File: src/rtl/bram_stream_reader_if.sv
// Command, BRAM read-port and word-stream signals of bram_stream_reader.
// Signal prefixes (i_/o_) are seen from the reader, which uses the master modport.
interface bram_stream_reader_if #(
  parameter int DATA_W = 32,
  parameter int ADDR_W = 10,
  parameter int LEN_W  = 16
);
  logic              i_start;
  logic [ADDR_W-1:0] i_base_addr;
  logic [LEN_W-1:0]  i_len;
  logic              o_busy;
  logic              o_done;
  logic              o_bram_en;
  logic [ADDR_W-1:0] o_bram_addr;
  logic [DATA_W-1:0] i_bram_rddata;
  logic [DATA_W-1:0] o_dout;
  logic              o_dout_valid;
  logic              o_last;
  logic              i_dout_accep;

  modport master (
    input  i_start, i_base_addr, i_len, i_bram_rddata, i_dout_accep,
    output o_busy, o_done, o_bram_en, o_bram_addr, o_dout, o_dout_valid, o_last
  );

  modport slave (
    output i_start, i_base_addr, i_len, i_bram_rddata, i_dout_accep,
    input  o_busy, o_done, o_bram_en, o_bram_addr, o_dout, o_dout_valid, o_last
  );
endinterface

File: src/rtl/bram_stream_reader.sv
// Streams LEN words from a 1-cycle-latency BRAM; first word valid 3 cycles after START.
// A 2-entry FIFO absorbs stalls; reads are throttled so buffered + in-flight words never exceed 2.
module bram_stream_reader #(
  parameter int DATA_W = 32,
  parameter int ADDR_W = 10,
  parameter int LEN_W  = 16
) (
  input  logic                  i_aclk,
  input  logic                  i_areset,
  bram_stream_reader_if.master  bus
);

  typedef enum logic [1:0] {S_IDLE, S_RUN, S_DRAIN, S_FIN} state_t;

  localparam logic [LEN_W-1:0] LEN_ONE = LEN_W'(1);

  state_t r_state;
  state_t w_state_nxt;

  logic [ADDR_W-1:0] r_addr;
  logic [LEN_W-1:0]  r_len;
  logic [LEN_W-1:0]  r_issued;
  logic              r_inflight;
  logic              r_inflight_last;

  logic [DATA_W-1:0] r_fifo_dat [2];
  logic [1:0]        r_fifo_last;
  logic              r_wptr;
  logic              r_rptr;
  logic [1:0]        r_count;

  logic       w_start_acc;
  logic       w_pop;
  logic       w_issue;
  logic       w_final_read;
  logic       w_drained;
  logic [1:0] w_occupancy;

  assign w_start_acc  = (r_state == S_IDLE) && bus.i_start;
  assign w_pop        = (r_count != 2'd0) && bus.i_dout_accep;
  assign w_occupancy  = r_count + {1'b0, r_inflight};
  assign w_final_read = (r_issued == r_len - LEN_ONE);
  // A handshake this cycle frees a slot, so a read may go out even at full occupancy.
  assign w_issue      = (r_state == S_RUN) && (r_issued != r_len) &&
                        ((w_occupancy < 2'd2) || w_pop);
  assign w_drained    = !r_inflight &&
                        ((r_count == 2'd0) || ((r_count == 2'd1) && w_pop));

  always_ff @(posedge i_aclk or posedge i_areset) begin
    if (i_areset) begin
      r_state <= S_IDLE;
    end else begin
      r_state <= w_state_nxt;
    end
  end

  // An empty transfer passes through DRAIN so DONE still lands two cycles after START.
  always_comb begin
    w_state_nxt = r_state;
    case (r_state)
      S_IDLE:  if (bus.i_start) w_state_nxt = (bus.i_len == '0) ? S_DRAIN : S_RUN;
      S_RUN:   if (w_issue && w_final_read) w_state_nxt = S_DRAIN;
      S_DRAIN: if (w_drained) w_state_nxt = S_FIN;
      default: w_state_nxt = S_IDLE;
    endcase
  end

  always_ff @(posedge i_aclk or posedge i_areset) begin
    if (i_areset) begin
      r_addr          <= '0;
      r_len           <= '0;
      r_issued        <= '0;
      r_inflight      <= 1'b0;
      r_inflight_last <= 1'b0;
    end else begin
      r_inflight      <= w_issue;
      r_inflight_last <= w_issue && w_final_read;
      if (w_start_acc) begin
        r_addr   <= bus.i_base_addr;
        r_len    <= bus.i_len;
        r_issued <= '0;
      end else if (w_issue) begin
        r_addr   <= r_addr + ADDR_W'(1);
        r_issued <= r_issued + LEN_ONE;
      end
    end
  end

  always_ff @(posedge i_aclk or posedge i_areset) begin
    if (i_areset) begin
      r_fifo_dat[0] <= '0;
      r_fifo_dat[1] <= '0;
      r_fifo_last   <= '0;
      r_wptr        <= 1'b0;
      r_rptr        <= 1'b0;
      r_count       <= 2'd0;
    end else begin
      if (r_inflight) begin
        r_fifo_dat[r_wptr]  <= bus.i_bram_rddata;
        r_fifo_last[r_wptr] <= r_inflight_last;
        r_wptr              <= ~r_wptr;
      end
      if (w_pop) begin
        r_rptr <= ~r_rptr;
      end
      case ({r_inflight, w_pop})
        2'b10:   r_count <= r_count + 2'd1;
        2'b01:   r_count <= r_count - 2'd1;
        default: r_count <= r_count;
      endcase
    end
  end

  assign bus.o_busy       = (r_state == S_RUN) || (r_state == S_DRAIN);
  assign bus.o_done       = (r_state == S_FIN);
  assign bus.o_bram_en    = w_issue;
  assign bus.o_bram_addr  = r_addr;
  assign bus.o_dout       = r_fifo_dat[r_rptr];
  assign bus.o_dout_valid = (r_count != 2'd0);
  assign bus.o_last       = r_fifo_last[r_rptr] && (r_count != 2'd0);

endmodule

File: src/flat_wrapper.sv
// flat-port wrapper written by rule: the top's interface ports become plain ports
module bram_stream_reader_flat 
#(
  parameter int DATA_W = 32,
  parameter int ADDR_W = 10,
  parameter int LEN_W  = 16
)
  (i_aclk, i_areset, bus_i_start, bus_i_base_addr, bus_i_len, bus_i_bram_rddata, bus_i_dout_accep, bus_o_busy, bus_o_done, bus_o_bram_en, bus_o_bram_addr, bus_o_dout, bus_o_dout_valid, bus_o_last);
  bram_stream_reader_if #(.DATA_W(DATA_W), .ADDR_W(ADDR_W), .LEN_W(LEN_W)) bus_i ();
  input  logic i_aclk;
  input  logic i_areset;
  input wire logic [$bits(bus_i.i_start)-1:0] bus_i_start;
  input wire logic [$bits(bus_i.i_base_addr)-1:0] bus_i_base_addr;
  input wire logic [$bits(bus_i.i_len)-1:0] bus_i_len;
  input wire logic [$bits(bus_i.i_bram_rddata)-1:0] bus_i_bram_rddata;
  input wire logic [$bits(bus_i.i_dout_accep)-1:0] bus_i_dout_accep;
  output wire logic [$bits(bus_i.o_busy)-1:0] bus_o_busy;
  output wire logic [$bits(bus_i.o_done)-1:0] bus_o_done;
  output wire logic [$bits(bus_i.o_bram_en)-1:0] bus_o_bram_en;
  output wire logic [$bits(bus_i.o_bram_addr)-1:0] bus_o_bram_addr;
  output wire logic [$bits(bus_i.o_dout)-1:0] bus_o_dout;
  output wire logic [$bits(bus_i.o_dout_valid)-1:0] bus_o_dout_valid;
  output wire logic [$bits(bus_i.o_last)-1:0] bus_o_last;
  assign bus_i.i_start = bus_i_start;
  assign bus_i.i_base_addr = bus_i_base_addr;
  assign bus_i.i_len = bus_i_len;
  assign bus_i.i_bram_rddata = bus_i_bram_rddata;
  assign bus_i.i_dout_accep = bus_i_dout_accep;
  assign bus_o_busy = bus_i.o_busy;
  assign bus_o_done = bus_i.o_done;
  assign bus_o_bram_en = bus_i.o_bram_en;
  assign bus_o_bram_addr = bus_i.o_bram_addr;
  assign bus_o_dout = bus_i.o_dout;
  assign bus_o_dout_valid = bus_i.o_dout_valid;
  assign bus_o_last = bus_i.o_last;
  bram_stream_reader #(.DATA_W(DATA_W), .ADDR_W(ADDR_W), .LEN_W(LEN_W)) u_core (.i_aclk(i_aclk), .i_areset(i_areset), .bus(bus_i));
endmodule
File: config.mk
export PLATFORM = sky130hd
export DESIGN_NAME = bram_stream_reader_flat
export DESIGN_NICKNAME = d
export VERILOG_FILES = /design/src/rtl/bram_stream_reader_if.sv /design/src/rtl/bram_stream_reader.sv /design/src/flat_wrapper.sv
export SDC_FILE = /design/constraint.sdc
export NUM_CORES = 1
export LEC_CHECK = 0
export BUFFER_PORTS_ARGS = -buffer_cell sky130_fd_sc_hd__buf_4
export CAP_MARGIN = 20
export CORE_MARGIN = 2
export CORE_UTILIZATION = 45
export DETAILED_ROUTE_END_ITERATION = 8
export GPL_TIMING_DRIVEN = 0
export PLACE_DENSITY = 0.69
export SYNTH_ARGS = -nofsm -noshare
export SYNTH_HDL_FRONTEND = slang
export SYNTH_SLANG_ARGS = --single-unit
File: constraint.sdc
create_clock -name i_aclk -period 4.75 [get_ports i_aclk]
set_clock_uncertainty 0.1 [all_clocks]
set_input_delay 0.95 -clock i_aclk [delete_from_list [all_inputs] [get_ports i_aclk]]
set_output_delay 0.95 -clock i_aclk [all_outputs]
set_load 0.005 [all_outputs]
Word level (Yosys, flattened, before mapping)
Index checks and enable logic that the tools add are counted.

storage, ports and cells
  register bits after elaboration = 116
  input port bits = 62
  RAM bits = 0
  latch bits = 0
  memories kept = 0
  logic and storage cells = 82
  output and inout bits = 47
  bits in read-only memories = 0

operators by class
  bitwise operators = 4
  reductions and logical operators = 21
  add/sub/neg operators = 6
  shifts and indexed selects = 0
  divide/modulo/power cells = 0
  $lt $le $gt $ge = 7
  $mul = 0
  equality and inequality tests = 11
  muxes and demuxes = 21

operators by type and width
  cell                   count
  $mux 32                4
  $bwmux 64              1
  $demux 32 s1           1
  $mux 16                2
  $mux 10                2
  $add 16x1->16 const B  1
  $eq 16x16->1           1
  $logic_not 16->1       1
  $ne 16x16->1           1
  $sub 16x1->16 const B  1
  $add 10x1->10 const B  1
  $logic_and 1x1->1      10
  $mux 2                 4
  $eq 2x1->1 const B     3
  $eq 2x2->1 const B     3
  $pmux 2 s3             1
  $reduce_bool 2->1      3
  $ge 2x2->1 const B     2
  $logic_not 2->1        2
  $lt 1x2->1 const B     2
  $ne 2x1->1 const B     2
  $not 1->2              2
  $pmux 2 s2             1
  $logic_or 1x1->1       3
  other kinds (13)       16

Longest topological paths before layout
  depth in word-level cells = 7
  mapped depth = 10
  mapped depth without buffers = 9

Worst setup path after synthesis
Ideal clock, no wire load.

  path kind = input-to-output
  start = input bus_i_dout_accep
  end = output bus_o_bram_en
  slack = 1.779 ns
  cell stages on the path = 4
  data arrival time = 1.921 ns
  buffers on the path = 1
  data required time = 3.700 ns
  cell sequence = nor2b_1 > o221ai_1 > inv_1 > buf_1

between the ends
  longest elaborated chain between the ends = 3

RTL lines
  item               RTL line                  source
  from (decl)        flat_wrapper.sv:16        input wire logic [$bits(bus_i.i_dout_accep)-1:0] bus_i_dout_accep;
  $logic_and 1x1->1  bram_stream_reader.sv:40  assign w_pop = (r_count != 2'd0) && bus.i_dout_accep;
  $logic_or 1x1->1   bram_stream_reader.sv:45  ((w_occupancy < 2'd2) || w_pop);
  $logic_and 1x1->1  bram_stream_reader.sv:44  assign w_issue = (r_state == S_RUN) && (r_issued != r_len) &&
  to (decl)          flat_wrapper.sv:19        output wire logic [$bits(bus_i.o_bram_en)-1:0] bus_o_bram_en;

No other way between the ends.

Worst setup path after layout
  start = register u_core.r_issued[6]
  end = output bus_o_bram_en

between the ends
  longest elaborated chain between the ends = 3

RTL lines
  item                            RTL line                  source
  from (decl)                     bram_stream_reader.sv:22  logic [LEN_W-1:0] r_issued;
  from (signal assigned)          bram_stream_reader.sv:84  r_issued <= r_issued + LEN_ONE;
  $ne 16x16->1                    bram_stream_reader.sv:44
  $logic_and 1x1->1 (2 in a row)  bram_stream_reader.sv:44

No other way between the ends.

==> impl_metrics.tcl <==
set metrics [dict create \
    ir_drop_v 0.000279 \
    syn_inst 541 \
    rsz0062_at_grt "false" \
    ctsHoldBuffers 0 \
    fp.dieArea_um2 14000 \
    die_w_um 118 \
    crit_path_end_kind "output port" \
    synth_compound_area_share_pct 5.56 \
    area_delta_synth_final_pct 28.8 \
    cts_sinks 116 \
    htree_levels 4 \
    boundaryPins 109 \
    dpl_cell_area_um2 6930 \
    synth_top_area_share_pct 49.4 \
    startpoint_type "flip-flop" \
    crit_required_ps 3700 \
    finalCritPeriodShare_pct 89.7 \
    crit_path_max_fanout 11 \
    timing.final.ws_setup_ps 490 \
    grt_overflow_total 0 \
    synthTopCellsByArea "dfrtp_1 (49%), mux2_2 (19%), nand2_1 (4.7%), xor2_1 (3.9%), xnor2_1 (3.3%)" \
    setup_viol 0 \
    wl_per_cell_um 15.8 \
    synth-simple-area-share_pct 13.8 \
    initial_core_util_pct 46.4 \
    numCtsBuffers 17 \
    vias 4581 \
    place_ws_ps 794 \
    synth_top_area_cell "dfrtp_1" \
    cts_root_buf "clkbuf_16" \
    power_density_nw_per_um2 694 \
    final-max-slew-violation-count 0 \
    antenna_found_initial 0 \
    grt_max_degree 68 \
    finalPower_mw 5.25 \
    hp-class "reg -> reg" \
    synthesis.nets 613 \
    synthFlopType "dfrtp_1" \
    portBuffers 108 \
    drive_gt1_share_pct 35.8 \
    synth-xor-area-share_pct 7.16 \
    ant_nets 0 \
    synth_edf_count 0 \
    dp_hpwl_um 9970 \
    worst_ep_arrival_time_ps 3210 \
    syn_area_um2 5870 \
    core_area_um2 12700 \
    seq_area_frac_synth_pct 49.4 \
    ys_types 42 \
    fin_area_um2 7560 \
    synth_seq_cells 116 \
    drcViolationCount 0 \
    via_per_inst 5.36 \
    cts_tree "yes" \
    synth_area_per_cell_um2 10.9 \
    maxCapViolations 0 \
    drtPass1Iterations 5 \
    die-height_um 118 \
    power_leakage_nw 3.39 \
    clk_latency_ps 410 \
    routed_wl_um 13500 \
    grt_first_pass_wirelength_um 23000 \
    synth_top_family_by_area "multiplexers" \
    nets 741 \
    yosysWarnings 0 \
    diodes 0 \
    fin_hold_ws_ps 387 \
    grt_usage_pct 20.6 \
    grt_pass1_vias 4687 \
    status "finished, final reports clean" \
    cts.repair.resized 0 \
    cts_setup_buffers 0 \
    hold_violations 0 \
    crit_type "reg -> out" \
    gp_congestion 0.867 \
    synth.area.mux_share_pct 19.0 \
    clockBufferDepth 2 \
    fin_util_pct 59.7 \
    synthArstFlopShare_pct 100 \
    rows 41 \
    path_clk_slew_ps 50 \
    timing.final.crit_period_ps 4260 \
    fmax_ghz 0.235 \
    synthAdderAreaFrac_pct 2.13 \
    worst_pin_slew_ps 828 \
    slew_headroom_pct 44.8 \
    drt_iter0_drc 261 \
]
[kinds of logic (layout without fill, tap and decap cells)]
group | after synthesis | after routing
AND/OR/NAND/NOR | 173 | 173
flip-flops | 116 | 116
multiplexers | 99 | 99
AO/OA/AOI/OAI | 52 | 52
XOR/XNOR | 48 | 48
buffers and inverters | 43 | 184
adder cells (fa/ha/maj) | 10 | 10
[final timing paths]
| path | start | to | slack (ps) | cells after the start |
|---|---|---|---|---|
| min reg2reg | u_core.r_count[1] | u_core.r_count[1] | 390 | 2 |
| max | u_core.r_issued[6] | bus_o_bram_en | 490 | 8 |
| min in group asynchronous | i_areset | u_core.r_issued[3] | 620 | 2 |
| max reg2reg | u_core.r_issued[6] | u_core.r_issued[10] | 1500 | 10 |
| max in group asynchronous | i_areset | u_core.r_fifo_dat[48] | 3220 | 3 |
| min | u_core.r_count[1] | u_core.r_count[1] | 390 | 2 |
[final cells by class]
class / count / area (um^2)
sequential: 116 / 2900
timing repair buffer: 109 / 838
multi-input combinational: 382 / 2800
clock inverter: 12 / 178
buffer: 27 / 113
clock buffer: 20 / 457
tap: 172 / 215
inverter: 16 / 62.6
fill: 1084 / 5110
[cells in the mapped netlist (2+ instances only)]
cell type	number
a21oi_1	10
a31oi_1	6
and3_1	4
buf_1	5
buf_2	2
clkbuf_1	18
dfrtp_1	116
ha_1	10
inv_1	16
mux2_2	98
nand2_1	74
nand2b_1	3
nand3_1	8
nand4_1	12
nor2_1	30
nor3_1	13
nor4_1	12
nor4b_1	2
o211a_1	2
o21ai_0	21
o31ai_1	4
or3_1	4
or4_1	6
xnor2_1	22
xor2_1	26
[stage by stage]
| step | cells | TNS (ps) |
|---|---|---|
| floorplan | 541 | 0 |
| global placement | 821 | -60950 |
| detailed placement | 822 | 0 |
| CTS | 854 | 0 |
| global route | 854 | 0 |
| finish | 854 | 0 |
[report_power, final]
group          switching (mW)  internal [mW]
logic                    1.00           1.18
registers               0.297           1.42
clock network           0.451          0.905
total                    1.75           3.50
[worst max-delay path: stages, from the launching register on]
cell and delay, ps:
dfrtp_1 330, clkbuf_1 370, xor2_1 120, nor4b_1 290
nand4_1 120, o221ai_1 560, inv_1 320, buf_1 420
buf_4 270
[registers in the layout (all words and copies together), names as in the netlist, 2 cells and up]
| name | cells |
|---|---|
| u_core.r_state | 2 |
| u_core.r_issued | 16 |
| u_core.r_fifo_last | 2 |
| u_core.bus.o_bram_addr | 10 |
| u_core.r_fifo_dat | 64 |
| u_core.r_len | 16 |
| u_core.r_count | 2 |
[cell usage in the layout (no fill, tap or decap), types with 8 or more instances in the layout]
cell type    n
xnor2_1     22
nand3_1      8
nor2_1      30
clkbuf_1    19
clkbuf_16   17
o21ai_0     21
a21oi_1     10
nor3_1      13
buf_4      108
inv_1       15
nor4_1      12
dfrtp_1    116
nand2_1     74
nand4_1     12
mux2_2      98
ha_1        10
xor2_1      26
[routing by layer]
metal / routed length (um) / GRT usage, % / vias up
met5: 0 / 0 / -
met4: 297 / 8.43 / 0
met3: 821 / 4.97 / 24
met2: 6220 / 32.3 / 164
met1: 6190 / 27.4 / 2242
li1: - / - / 2151
Note: power is estimated with default switching activity, not from simulation.
